`src/rtl/count_seq_monitor_if.sv`:
```
// Signal bundle between the upstream 3-bit counter side and count_seq_monitor.
// Optional capture outputs exist only when COUNT_SEQ_MON_CAPTURE_EN is defined.
interface count_seq_monitor_if #(
  parameter int CW = 3,
  parameter int WW = 8
);
  logic [CW-1:0] count_in;
  logic          count_valid;
  logic          up_reset;
  logic          clr;
  logic          wrap_pulse;
  logic [WW-1:0] wrap_count;
  logic          skip_err;
  logic          stall_err;
  logic          tracking;
`ifdef COUNT_SEQ_MON_CAPTURE_EN
  logic [CW-1:0] cap_exp;
  logic [CW-1:0] cap_obs;
`endif

  modport master (
    output count_in, count_valid, up_reset, clr,
`ifdef COUNT_SEQ_MON_CAPTURE_EN
    input  cap_exp, cap_obs,
`endif
    input  wrap_pulse, wrap_count, skip_err, stall_err, tracking
  );

  modport slave (
    input  count_in, count_valid, up_reset, clr,
`ifdef COUNT_SEQ_MON_CAPTURE_EN
    output cap_exp, cap_obs,
`endif
    output wrap_pulse, wrap_count, skip_err, stall_err, tracking
  );
endinterface

```
`src/rtl/count_seq_monitor.sv`:
```
// Sequence checker for a free-running up counter: wrap counting, skip and stall detection.
// Optional mismatch capture (cap_exp/cap_obs) enabled by COUNT_SEQ_MON_CAPTURE_EN.
//
// state    | meaning
// ST_INIT  | waiting for first valid sample, no checks
// ST_TRACK | checking each valid sample against prev+1
// ST_FAULT | flag raised; flags and wrap_count frozen until clr/reset
module count_seq_monitor #(
  parameter int CW        = 3,
  parameter int WW        = 8,
  parameter int STALL_MAX = 4
) (
  input  logic               clk,
  input  logic               reset,
  count_seq_monitor_if.slave mon
);

  typedef enum logic [1:0] {ST_INIT, ST_TRACK, ST_FAULT} state_t;

  localparam logic [CW-1:0] CNT_MAX  = {CW{1'b1}};
  localparam logic [WW-1:0] WRAP_MAX = {WW{1'b1}};
  localparam logic [8:0]    STALL_LIM = 9'(STALL_MAX);

  state_t        state, state_nxt;
  logic [CW-1:0] prev, prev_nxt;
  logic [7:0]    stall_cnt, stall_nxt;
  logic [8:0]    stall_inc;
  logic [CW-1:0] exp_val;
  logic [WW-1:0] wcnt, wcnt_nxt;
  logic          pulse_q, pulse_nxt;
  logic          skip_q, skip_nxt;
  logic          serr_q, serr_nxt;
  logic          trk_q, trk_nxt;
`ifdef COUNT_SEQ_MON_CAPTURE_EN
  logic [CW-1:0] cap_exp_q, cap_exp_nxt;
  logic [CW-1:0] cap_obs_q, cap_obs_nxt;
`endif

  always_ff @(posedge clk or posedge reset) begin
    if (reset) begin
      state     <= ST_INIT;
      prev      <= '0;
      stall_cnt <= '0;
      wcnt      <= '0;
      pulse_q   <= 1'b0;
      skip_q    <= 1'b0;
      serr_q    <= 1'b0;
      trk_q     <= 1'b0;
`ifdef COUNT_SEQ_MON_CAPTURE_EN
      cap_exp_q <= '0;
      cap_obs_q <= '0;
`endif
    end else begin
      state     <= state_nxt;
      prev      <= prev_nxt;
      stall_cnt <= stall_nxt;
      wcnt      <= wcnt_nxt;
      pulse_q   <= pulse_nxt;
      skip_q    <= skip_nxt;
      serr_q    <= serr_nxt;
      trk_q     <= trk_nxt;
`ifdef COUNT_SEQ_MON_CAPTURE_EN
      cap_exp_q <= cap_exp_nxt;
      cap_obs_q <= cap_obs_nxt;
`endif
    end
  end

  always_comb begin
    state_nxt = state;
    prev_nxt  = prev;
    stall_nxt = stall_cnt;
    wcnt_nxt  = wcnt;
    pulse_nxt = 1'b0;
    skip_nxt  = skip_q;
    serr_nxt  = serr_q;
`ifdef COUNT_SEQ_MON_CAPTURE_EN
    cap_exp_nxt = cap_exp_q;
    cap_obs_nxt = cap_obs_q;
`endif
    exp_val   = prev + CW'(1);
    stall_inc = {1'b0, stall_cnt} + 9'd1;

    // clr wins over a coincident sample; prev/stall_cnt are reloaded in INIT anyway
    if (mon.clr) begin
      state_nxt = ST_INIT;
      wcnt_nxt  = '0;
      skip_nxt  = 1'b0;
      serr_nxt  = 1'b0;
`ifdef COUNT_SEQ_MON_CAPTURE_EN
      cap_exp_nxt = '0;
      cap_obs_nxt = '0;
`endif
    end else if (mon.count_valid) begin
      prev_nxt = mon.count_in;
      unique case (state)
        ST_INIT: begin
          stall_nxt = 8'd1;
          state_nxt = ST_TRACK;
        end
        ST_TRACK: begin
          if (mon.count_in == exp_val) begin
            stall_nxt = 8'd1;
            if (prev == CNT_MAX) begin
              pulse_nxt = 1'b1;
              if (wcnt != WRAP_MAX) wcnt_nxt = wcnt + WW'(1);
            end
          end else if (mon.count_in == prev) begin
            if (stall_inc >= STALL_LIM) begin
              stall_nxt = STALL_LIM[7:0];
              serr_nxt  = 1'b1;
              state_nxt = ST_FAULT;
            end else begin
              stall_nxt = stall_inc[7:0];
            end
          end else if (mon.count_in == '0 && mon.up_reset) begin
            stall_nxt = 8'd1;
          end else begin
            skip_nxt  = 1'b1;
            state_nxt = ST_FAULT;
`ifdef COUNT_SEQ_MON_CAPTURE_EN
            cap_exp_nxt = exp_val;
            cap_obs_nxt = mon.count_in;
`endif
          end
        end
        ST_FAULT: ;
        default: state_nxt = ST_INIT;
      endcase
    end

    trk_nxt = (state_nxt == ST_TRACK);
  end

  assign mon.wrap_pulse = pulse_q;
  assign mon.wrap_count = wcnt;
  assign mon.skip_err   = skip_q;
  assign mon.stall_err  = serr_q;
  assign mon.tracking   = trk_q;
`ifdef COUNT_SEQ_MON_CAPTURE_EN
  assign mon.cap_exp    = cap_exp_q;
  assign mon.cap_obs    = cap_obs_q;
`endif

endmodule

```
`src/flat_wrapper.sv`:
```
// flat-port wrapper written by rule: the top's interface ports become plain ports
module count_seq_monitor_flat 
#(
  parameter int CW        = 3,
  parameter int WW        = 8,
  parameter int STALL_MAX = 4
)
  (clk, reset, mon_count_in, mon_count_valid, mon_up_reset, mon_clr, mon_wrap_pulse, mon_wrap_count, mon_skip_err, mon_stall_err, mon_tracking);
  count_seq_monitor_if #(.CW(CW), .WW(WW)) mon_i ();
  input  logic clk;
  input  logic reset;
  input wire logic [$bits(mon_i.count_in)-1:0] mon_count_in;
  input wire logic [$bits(mon_i.count_valid)-1:0] mon_count_valid;
  input wire logic [$bits(mon_i.up_reset)-1:0] mon_up_reset;
  input wire logic [$bits(mon_i.clr)-1:0] mon_clr;
  output wire logic [$bits(mon_i.wrap_pulse)-1:0] mon_wrap_pulse;
  output wire logic [$bits(mon_i.wrap_count)-1:0] mon_wrap_count;
  output wire logic [$bits(mon_i.skip_err)-1:0] mon_skip_err;
  output wire logic [$bits(mon_i.stall_err)-1:0] mon_stall_err;
  output wire logic [$bits(mon_i.tracking)-1:0] mon_tracking;
  assign mon_i.count_in = mon_count_in;
  assign mon_i.count_valid = mon_count_valid;
  assign mon_i.up_reset = mon_up_reset;
  assign mon_i.clr = mon_clr;
  assign mon_wrap_pulse = mon_i.wrap_pulse;
  assign mon_wrap_count = mon_i.wrap_count;
  assign mon_skip_err = mon_i.skip_err;
  assign mon_stall_err = mon_i.stall_err;
  assign mon_tracking = mon_i.tracking;
  count_seq_monitor #(.CW(CW), .WW(WW), .STALL_MAX(STALL_MAX)) u_core (.clk(clk), .reset(reset), .mon(mon_i));
endmodule
```
`config.mk`:
```
export PLATFORM = sky130hd
export DESIGN_NAME = count_seq_monitor_flat
export DESIGN_NICKNAME = d
export VERILOG_FILES = /design/src/rtl/count_seq_monitor_if.sv /design/src/rtl/count_seq_monitor.sv /design/src/flat_wrapper.sv
export SDC_FILE = /design/constraint.sdc
export NUM_CORES = 1
export LEC_CHECK = 0
export BUFFER_PORTS_ARGS = -buffer_cell sky130_fd_sc_hd__buf_2
export CAP_MARGIN = 20
export CORE_MARGIN = 4
export CORE_UTILIZATION = 59
export CTS_CLUSTER_SIZE = 16
export DETAILED_ROUTE_END_ITERATION = 7
export GPL_TIMING_DRIVEN = 0
export PLACE_DENSITY = 0.9
export SLEW_MARGIN = 5
export SYNTH_ARGS = -nofsm -noshare
export SYNTH_HDL_FRONTEND = slang
export SYNTH_SLANG_ARGS = --single-unit
```
`constraint.sdc`:
```
create_clock -name clk -period 4.24 [get_ports clk]
set_input_delay 0.636 -clock clk [delete_from_list [all_inputs] [get_ports clk]]
set_output_delay 0.636 -clock clk [all_outputs]
set_load 0.02 [all_outputs]
```
==> results of run 1 <==
==> worst max-delay path, cell delays in order (launching register included) <==
cell and delay (ps):
dfrtp_1 450, ha_1 220, ha_1 290, xnor2_1 340, nand4_4 230, or4_1 550, a21oi_1 150
==> cells by family (layout without fill, tap and decap cells) <==
group | count (synthesis) | in the layout | synth area share, %
simple gates | 46 | 46 | 23.64
flops | 25 | 25 | 47.85
compound gates | 21 | 21 | 10.81
xor+xnor | 10 | 10 | 7.273
buf+inv | 8 | 31 | 2.297
fa+ha+maj | 5 | 5 | 4.785
mux | 4 | 4 | 3.349
==> through the flow <==
stage	power, uW	hold slack, ps	setup slack (ps)	area, um2
after floorplan	342.8	465.0	2165	1308
after global placement	361.3	479.9	2072	1436
after detailed placement	370.0	486.8	1969	1436
after CTS	480.1	511.8	1939	1463
after global routing	497.5	553.8	1827	1463
final	478.7	475.6	1947	1463
==> final timing paths <==
path,from,end,slack [ps],depth (start not counted)
max,u_core.prev[0],u_core.mon.wrap_count[5],1950,6
min,reset,u_core.stall_cnt[5],480,2
max reg2reg,u_core.prev[0],u_core.mon.wrap_count[5],1950,6
min reg2reg,u_core.mon.skip_err,u_core.mon.skip_err,510,2
max in group asynchronous,reset,u_core.state[0],3190,2
min in group clk,u_core.mon.skip_err,u_core.mon.skip_err,510,2
==> flip-flops by register name, summed over array words and instances (netlist names) <==
name and flops:
u_core.stall_cnt 8, u_core.mon.wrap_pulse 1, u_core.prev 3, u_core.mon.tracking 1
u_core.mon.skip_err 1, u_core.mon.wrap_count 8, u_core.mon.stall_err 1, u_core.state 2
==> cell usage in the layout (no fill, tap or decap), types with 2 or more instances in the layout <==
master | netlist | final
buf_2 | 0 | 19
and4b_1 | 2 | 2
xnor2_1 | 7 | 7
ha_1 | 5 | 5
nor2b_1 | 5 | 5
a21oi_1 | 4 | 4
nor2_1 | 12 | 12
nor3_1 | 2 | 2
nand3_1 | 3 | 3
or4_1 | 2 | 2
clkbuf_4 | 0 | 3
inv_1 | 6 | 6
nor4_1 | 3 | 3
xor2_1 | 2 | 2
o21ai_0 | 4 | 4
and4_1 | 4 | 4
mux2_2 | 3 | 3
dfrtp_1 | 25 | 25
nand2_1 | 5 | 5
clkbuf_1 | 2 | 3
o31ai_1 | 2 | 2
a31oi_1 | 2 | 2
==> cell type report <==
type | count | share of cell area, %
Buffer | 2 | 0.5133
Clock buffer | 4 | 1.796
Inverter | 6 | 1.540
Multi-Input combinational cell | 86 | 44.57
Sequential cell | 25 | 42.77
Tap cell | 27 | 2.310
Timing Repair Buffer | 19 | 6.501
==> power breakdown <==
| part | total [uW] | switching (uW) | internal (uW) |
|---|---|---|---|
| combinational | 98.0 | 56.1 | 41.8 |
| sequential | 267 | 14.6 | 252 |
| clock | 114 | 77.1 | 37.0 |
==> per-layer routing <==
layer / vias to the layer above / global-route usage [%] / part of all wire (%)
li1: 479 / - / -
met1: 478 / 24.91 / 45
met2: 19 / 34.84 / 51
met3: 3 / 4.826 / 3.6
met4: 0 / 6.073 / 1.1
met5: - / 0 / 0
==> results.ini, run 1 <==
[job]
max-cap-violations = 0

[global_routing]
grt_use_total_pct = 20.18
antenna_found_initial = 0
grt_max_degree = 26
grt_overflow = 0
grt_pass1_wl_um = 4333
grt_pass1_vias = 980

[clock_network]
ctsHoldBuffers = 0
cts_resized = 0
ctsLongestPathBuffers = 2
cts_root_buf = clkbuf_4
htree_levels = 1
cts_sinks = 25
cts.clk_slew.worst_paths_ps = 140
insertion_delay_ps = 340
cts_tree = yes
cts_setup_buffers = 0
cts-buffers-inserted = 3

[finish]
diodes = 0
regArea_um2 = 625.6
multi_input_area_um2 = 651.9
area_growth_pct = 11.87
drive_above_1_share_pct = 22.54
nFillCells = 156
nets = 156
final_core_util_pct = 71.63
fin_cells = 169

[die]
die_w_um = 55.08
core_area_um2 = 2042
ios = 20
start_util_pct = 64.03
num_rows = 16
dieArea_um2 = 3033
die_y_um = 55.08

[sta]
slew_headroom_pct = 37.87
setup_tns_ps = 0
fin_skew_ps = 7.516
fin_crit_ps = 2293
worst_pin_slew_ps = 930.9
finalSetupViolCount = 0
drv_slew = 0
max_clock_freq_mhz = 436.1
fin_crit_sh_pct = 54.09
hold_viol = 0
rsz0062_at_grt = no

[yosys]
synthFlopType = dfrtp_1
ys_top_cells_by_area = dfrtp_1, ha_1, xnor2_1
yosysTopAreaCell = dfrtp_1
synthArstFlopShare_pct = 100.0
synth_commonest_cells = dfrtp_1, nor2_1, xnor2_1, inv_1
ys_ff_latch = 25
yosysWarningCount = 0
synthMostInstantiatedCell = dfrtp_1
ys_seq_area_share_pct = 47.85
synth_cells = 119
syn_area_per_cell_um2 = 10.99
synth_top_area_share_pct = 47.85
synthesis.nets = 132
synth.distinct_cells = 39
synth_edf_count = 0
syn_area_um2 = 1308

[critical_path]
crit_required_ps = 4520
worstPathArrival_ps = 2570
start_kind = flip-flop
path_class = flip-flop to flip-flop
critPathCaptureType = flip-flop
cp_max_fo = 10

[power_and_ir_drop]
powerDensity_nw_per_um2 = 327.3
vdd_drop_max_mv = 0.3707
p_leak_uw = 0.0006649

[route]
viasPerCell = 5.793
num_vias = 979
wl_um = 2537
drt_iter0_drc = 13
firstDrtPassIters = 4
route.detailed.drc = 0
post_drt_wl_per_cell_um = 15.01
ant_nets = 0

[place]
gp_congestion = 0.8094
numPortBuffers = 19
placed_cells = 165
hpwlAfterDp_um = 1884

[worst_hold_path]
min_path_type = input pin to async pin

[run_status]
status = complete, no violations

No activity file was read; power rests on OpenSTA's default activity.
==> inputs of run 2 (changes only) <==
Settings changed: ABC_AREA set to 1, CORE_UTILIZATION 59 to 50, PLACE_DENSITY 0.9 to 0.82.
Clock period 4.24 ns to 2.1 ns, I/O delays scaled along.
==> run 2 against run 1 <==
- clock power is 98% higher
- sequential share of layout area is 3.3 points lower
- routed wire length is 6.0% higher
- critical endpoint is now u_core.mon.tracking
- register-to-register slack worse by 1800 ps
- setup slack worse by 1800 ps
- sequential power is 98% higher
- critical path type unchanged
- die area is 23% higher
- final area is 8.4% higher
- critical path depth is 3 higher
- combinational power is 91% higher
- total power is 97% higher
==> results.ini, run 2 <==
[run_status]
status = complete, no violations

[route]
drt_iter0_drc = 94  ; +81
ant_nets = 0  ; unchanged
firstDrtPassIters = 4  ; unchanged
post_drt_wl_per_cell_um = 11.50  ; -23%
num_vias = 1189  ; +21%
wl_um = 2690  ; +6.0%
route.detailed.drc = 0  ; unchanged
viasPerCell = 5.081  ; -12%

[yosys]
synth_fa_ha_area_share_pct = 4.452  ; -0.33 points
synth_commonest_cells = nand2_1, inv_1, dfrtp_1, nor2_1, nand3_1
synth_top_area_share_pct = 44.52  ; -3.3 points
synthArstFlopShare_pct = 100.0  ; unchanged
synth.distinct_cells = 25  ; -36%
yosys.area_share.simple_pct = 27.43  ; +3.8 points
synthMostInstantiatedCell = nand2_1
yosysTopAreaCell = dfrtp_1
synthFlopType = dfrtp_1
yosysWarningCount = 0  ; unchanged
synthXorXnorAreaFrac_pct = 3.740  ; -3.5 points
ys_seq_area_share_pct = 44.52  ; -3.3 points
syn_area_um2 = 1405  ; +7.5%
synth_top_family_by_area = simple AND/OR/NAND/NOR gates
synthesis.nets = 192  ; +45%
syn_area_per_cell_um2 = 7.850  ; -29%
synth_cells = 179  ; +50%
ys_top_cells_by_area = dfrtp_1, nand2_1, inv_1
synth_edf_count = 0  ; unchanged
ys_ff_latch = 25  ; unchanged
synth_compound_area_share_pct = 9.884  ; -0.93 points
synth.area.mux_share_pct = 0.8014  ; -2.5 points

[place]
gp_congestion = 0.8236  ; +1.8%
placed_cells = 228  ; +38%
numPortBuffers = 19  ; unchanged
hpwlAfterDp_um = 2057  ; +9.2%

[finish]
final_cell_mix = nand2_1, inv_1, dfrtp_1
final_common_cell = nand2_1
area_growth_pct = 12.82
drive_above_1_share_pct = 19.12  ; -3.4 points
fin_cells = 234  ; +38%
regArea_um2 = 625.6  ; unchanged
nFillCells = 257  ; +65%
diodes = 0  ; unchanged
multi_input_area_um2 = 653.1  ; +0.19%
nets = 218  ; +40%

[critical_path]
slowest_stage = dfrtp_1
cp_num_cells = 9  ; +3
r2r_end = u_core.mon.tracking
cp_max_fo = 4  ; -6
critPathCaptureType = flip-flop
critPathBufInv = 0  ; unchanged
path_class = flip-flop to flip-flop
r2r_cells = 9  ; +3
worstReg2RegStart = u_core.prev[0]
path_cells = ha_1 > ha_1 > xnor2_1 > nand3_2 > nand3_1 > nor2_1 > o21bai_1 > nand3_1 > a21oi_1
worstPathArrival_ps = 2170  ; -400 ps
r2r_slack_ps = 190  ; -1750 ps
start_kind = flip-flop
crit_required_ps = 2370  ; -2150 ps
crit_family = simple AND/OR/NAND/NOR gates
max_stage_delay_ps = 410  ; -140 ps

[clock_network]
insertion_delay_ps = 330  ; about the same
cts-buffers-inserted = 3  ; unchanged
cts_sinks = 25  ; unchanged
cts.clk_slew.worst_paths_ps = 150  ; about the same
cts_tree = yes
cts_root_buf = clkbuf_4
ctsLongestPathBuffers = 2  ; unchanged
htree_levels = 1  ; unchanged
ctsHoldBuffers = 0  ; unchanged

[global_routing]
grt_pass1_wl_um = 4643  ; +7.2%
grt_max_degree = 26  ; unchanged
grt_use_total_pct = 16.68  ; -3.5 points
antenna_found_initial = 0  ; unchanged
grt_overflow = 0  ; unchanged
grt_pass1_vias = 1099  ; +12%

[power_and_ir_drop]
p_leak_uw = 0.0008097  ; +22%
powerDensity_nw_per_um2 = 594.1  ; +82%
vdd_drop_max_mv = 0.3615  ; -2.5%

[sta]
worst_pin_slew_ps = 942.0  ; +11.03 ps
hold_viol = 0  ; unchanged
rsz0062_at_grt = no
fin_skew_ps = 11.15  ; +3.634 ps
finalSetupViolCount = 0  ; unchanged
setup_tns_ps = 0  ; unchanged
max_clock_freq_mhz = 524.1  ; +20%
slew_headroom_pct = 37.13  ; -0.74 points
fin_crit_sh_pct = 90.86  ; +37 points
fin_crit_ps = 1908  ; -385.2 ps
drv_slew = 0  ; unchanged

[worst_hold_path]
min_path_type = input pin to async pin

[die]
start_util_pct = 54.73  ; -9.3 points
ios = 20  ; unchanged
num_rows = 18  ; +2
core_area_um2 = 2567  ; +26%
die_y_um = 61.01  ; +11%
die_w_um = 61.01  ; +11%
dieArea_um2 = 3722  ; +23%

[job]
max-cap-violations = 0  ; unchanged

## run 2: cell count changes in the layout (fill, tap and decap cells not counted), moves of 5 or more
| cell | delta |
|---|---|
| inv_1 | +23 |
| nor2b_1 | -5 |
| nand2_1 | +34 |
| nand3_1 | +13 |
| nand4_1 | +5 |
## run 2: worst max path at each step
stage	startpoint	slack [ps]	to
floorplan	u_core.prev[0]	300	u_core.mon.wrap_count[5]
global placement	u_core.prev[0]	160	u_core.mon.wrap_count[5]
detailed placement	u_core.prev[0]	130	u_core.mon.wrap_count[5]
CTS	u_core.prev[0]	110	u_core.mon.wrap_count[5]
global route	u_core.prev[0]	20	u_core.mon.wrap_count[5]
finish	u_core.prev[0]	190	u_core.mon.tracking
## run 2: per-stage QoR
step	util [%]	setup WS (ps)	cell area, um2	power, uW	hold slack [ps]
after floorplan	-	296.0	1405	669.1	342.3
after global placement	59.89	157.6	1538	712.4	472.7
after detailed placement	59.89	133.4	1538	718.9	489.8
after CTS	61.06	112.2	1568	947.8	173.9
after global routing	61.74	23.86	1585	1001	185.1
final	61.74	191.9	1585	941.8	167.5
## run 2: logic make-up after synthesis
group | count (synthesis)
DFF | 25
AOI/OAI and AO/OA | 24
muxes | 1
and+or+nand+nor | 86
xor gates and xnor gates | 6
buffers and inverters | 32
adders and majority gates | 5
## run 2: timing repair
action | 4_1_cts | 5_1_grt
setup buffers | 0 | 2
resized for setup | 0 | 2
setup endpoints to repair | 0 | 2
## run 2: worst reg2reg max path: cells and delay by family (launching register included)
family,cells,cell delay (ps)
flops,1,410
compound gates,2,280
simple gates,4,500
xor+xnor,1,200
fa+ha+maj,2,480
## run 2: report_power, final
part | internal (uW) | switching (uW) | leakage [uW]
registers | 507 | 22.5 | 0.000334
clock network | 72.9 | 153 | 0.0000139
logic | 73.4 | 113 | 0.000462
total | 653 | 289 | 0.000810
## run 2: area by class of cell
cell class / count / share of cell area [%]
buffer: 2 / 1.026
clock buffer: 3 / 1.421
clock inverter: 1 / 0.4736
inverter: 30 / 7.103
multi-input combinational: 122 / 41.20
sequential: 25 / 39.46
tap: 30 / 2.368
timing repair buffer: 21 / 6.946
## run 2: metal layers
layer  vias to the layer above  track usage [%]  share of wire, %
met5                         -                0                 0
met4                         0            6.192              0.93
met3                         4            2.516               5.2
met2                        24            26.56                46
met1                       537            23.11                48
li1                        624                -                 -
==> inputs of run 3 (changes only) <==
Settings changed: ABC_AREA 1 to unset.
==> run 3 against run 2 <==
- clock skew decreased by 7.1 ps
- setup slack got worse by 82 ps
- routed wire length decreased by 4.3%
- cell count decreased by 24%
- clock power decreased by 5%
- final area decreased by 0.55%
- global-route usage decreased by 1.1 points
- hold slack got worse by 2.7 ps
- non-clock buffer count increased by 2
- flip-flop and latch count unchanged
- register-to-register slack got worse by 80 ps
- largest power group unchanged
==> results.ini, run 3 (synthesis results as in run 1) <==
[sta]
worst_pin_slew_ps = 907.9  ; -34.07 ps
fin_crit_sh_pct = 94.78  ; +3.9 points
finalSetupViolCount = 0  ; unchanged
setup_tns_ps = 0  ; unchanged
fin_crit_ps = 1990  ; +82.39 ps
fin_skew_ps = 4.060  ; -7.091 ps
slew_headroom_pct = 39.41  ; +2.3 points
rsz0062_at_grt = no
whs_ps = 164.8  ; -2.678 ps
drv_slew = 0  ; unchanged
hold_viol = 0  ; unchanged
max_clock_freq_mhz = 502.4  ; -4.1%

[power_and_ir_drop]
power_uw = 1015  ; +7.8%
powerDensity_nw_per_um2 = 644.1  ; +8.4%
p_leak_uw = 0.0007084  ; -13%
vdd_drop_max_mv = 0.5234  ; +45%

[critical_path]
cp_max_fo = 8  ; +4
crit_family = simple AND/OR/NAND/NOR gates
path_cells = ha_1 > ha_4 > xnor2_4 > a31oi_2 > and3_4 > nor3_4 > o22ai_2
r2r_slack_ps = 110  ; -80 ps
critPathBufInv = 0  ; unchanged
critPathCaptureType = flip-flop
startpoint = u_core.prev[1]
worstReg2RegStart = u_core.prev[1]
crit_required_ps = 2300  ; -70 ps
worstPathArrival_ps = 2190  ; +20 ps
start_kind = flip-flop
path_class = flip-flop to flip-flop
max_stage_delay_ps = 430  ; +20 ps
slowest_stage = dfrtp_1

[die]
die_w_um = 59.14  ; -3.1%
die_y_um = 59.14  ; -3.1%
core_area_um2 = 2477  ; -3.5%
dieArea_um2 = 3497  ; -6.1%
ios = 20  ; unchanged
start_util_pct = 52.78  ; -1.9 points
num_rows = 18  ; unchanged

[clock_network]
cts_tree = yes
cts.clk_slew.worst_paths_ps = 130  ; -20 ps
ctsLongestPathBuffers = 2  ; unchanged
cts-buffers-inserted = 3  ; unchanged
htree_levels = 1  ; unchanged
cts_sinks = 25  ; unchanged
ctsHoldBuffers = 0  ; unchanged
insertion_delay_ps = 320  ; about the same
cts_root_buf = clkbuf_4

[finish]
final_cell_mix = dfrtp_1, buf_2, nor2_1
nets = 161  ; -26%
diodes = 0  ; unchanged
area_growth_pct = 20.57
drive_above_1_share_pct = 30.61  ; +11 points
final_common_cell = dfrtp_1

[global_routing]
grt_overflow = 0  ; unchanged
grt_pass1_vias = 925  ; -16%
grt_max_degree = 26  ; unchanged
antenna_found_initial = 0  ; unchanged
grt_use_total_pct = 15.56  ; -1.1 points
grt_pass1_wl_um = 4119  ; -11%

[place]
hpwlAfterDp_um = 1793  ; -13%
gp_congestion = 0.8539  ; +3.7%
numPortBuffers = 19  ; unchanged

[route]
route.detailed.drc = 0  ; unchanged
firstDrtPassIters = 4  ; unchanged
ant_nets = 0  ; unchanged
num_vias = 1005  ; -15%
drt_iter0_drc = 24  ; -74%
wl_um = 2574  ; -4.3%
post_drt_wl_per_cell_um = 14.54  ; +27%
viasPerCell = 5.678  ; +12%

[job]
max-cap-violations = 0  ; unchanged

[worst_hold_path]
min_path_type = input pin to async pin

[run_status]
status = complete, no violations

## run 3: cell count changes in the layout (fill, tap and decap cells not counted), sizes merged, moves of 3 or more
cell | before | now
o21ai | 16 | 5
nand3 | 17 | 3
nor2 | 19 | 12
and4 | 0 | 4
nand2 | 40 | 5
nor2b | 0 | 5
inv | 30 | 6
nor4 | 0 | 3
nand4 | 5 | 2
## run 3: path summary, 6_finish.rpt
check	depth (start not counted)	to
hold / removal	2	u_core.stall_cnt[7]
setup reg to reg	7	u_core.stall_cnt[1]
min in group clk	2	u_core.mon.tracking
setup / recovery	7	u_core.stall_cnt[1]
max in group asynchronous	2	u_core.mon.wrap_count[7]
hold reg to reg	1	u_core.stall_cnt[6]
## run 3: power breakdown
group | total (uW) | internal, uW | switching [uW]
Sequential | 537 | 509 | 28.7
Clock | 215 | 72.9 | 142
Combinational | 263 | 120 | 143
Total | 1020 | 702 | 314
## run 3: what timing repair did
item	CTS	global route
hold endpoints to repair	0	0
buffers inserted	1	3
gates cloned	0	1
resized for setup	1	7
endpoints found under the setup margin	13	9
pin swaps	1	7
## run 3: area by class of cell
type | instances | area, um2
multi-input cells | 87 | 728.2
well taps | 30 | 37.54
inverters | 6 | 22.52
fillers | 210 | 900.9
clock inverters | 1 | 7.507
plain buffers | 2 | 7.507
clock buffers | 3 | 22.52
flip-flops and latches | 25 | 625.6
repair buffers | 23 | 125.1
## run 3: routing by layer
layer / track usage [%] / vias to the layer above / wire length [um]
li1: - / 494 / -
met1: 19.07 / 489 / 1055
met2: 26.66 / 18 / 1382
met3: 4.793 / 4 / 113
met4: 3.883 / 0 / 23
met5: 0 / - / 0
## run 3: through the flow
step	utilization [%]	instances	setup slack, ps	instance area [um2]
after floorplan	-	119	25.01	1308
after global placement	58.13	168	-64.18	1440
after detailed placement	58.13	168	-93.80	1440
after CTS	59.95	173	21.59	1485
after global routing	63.64	177	33.52	1577
final	63.64	177	109.5	1577
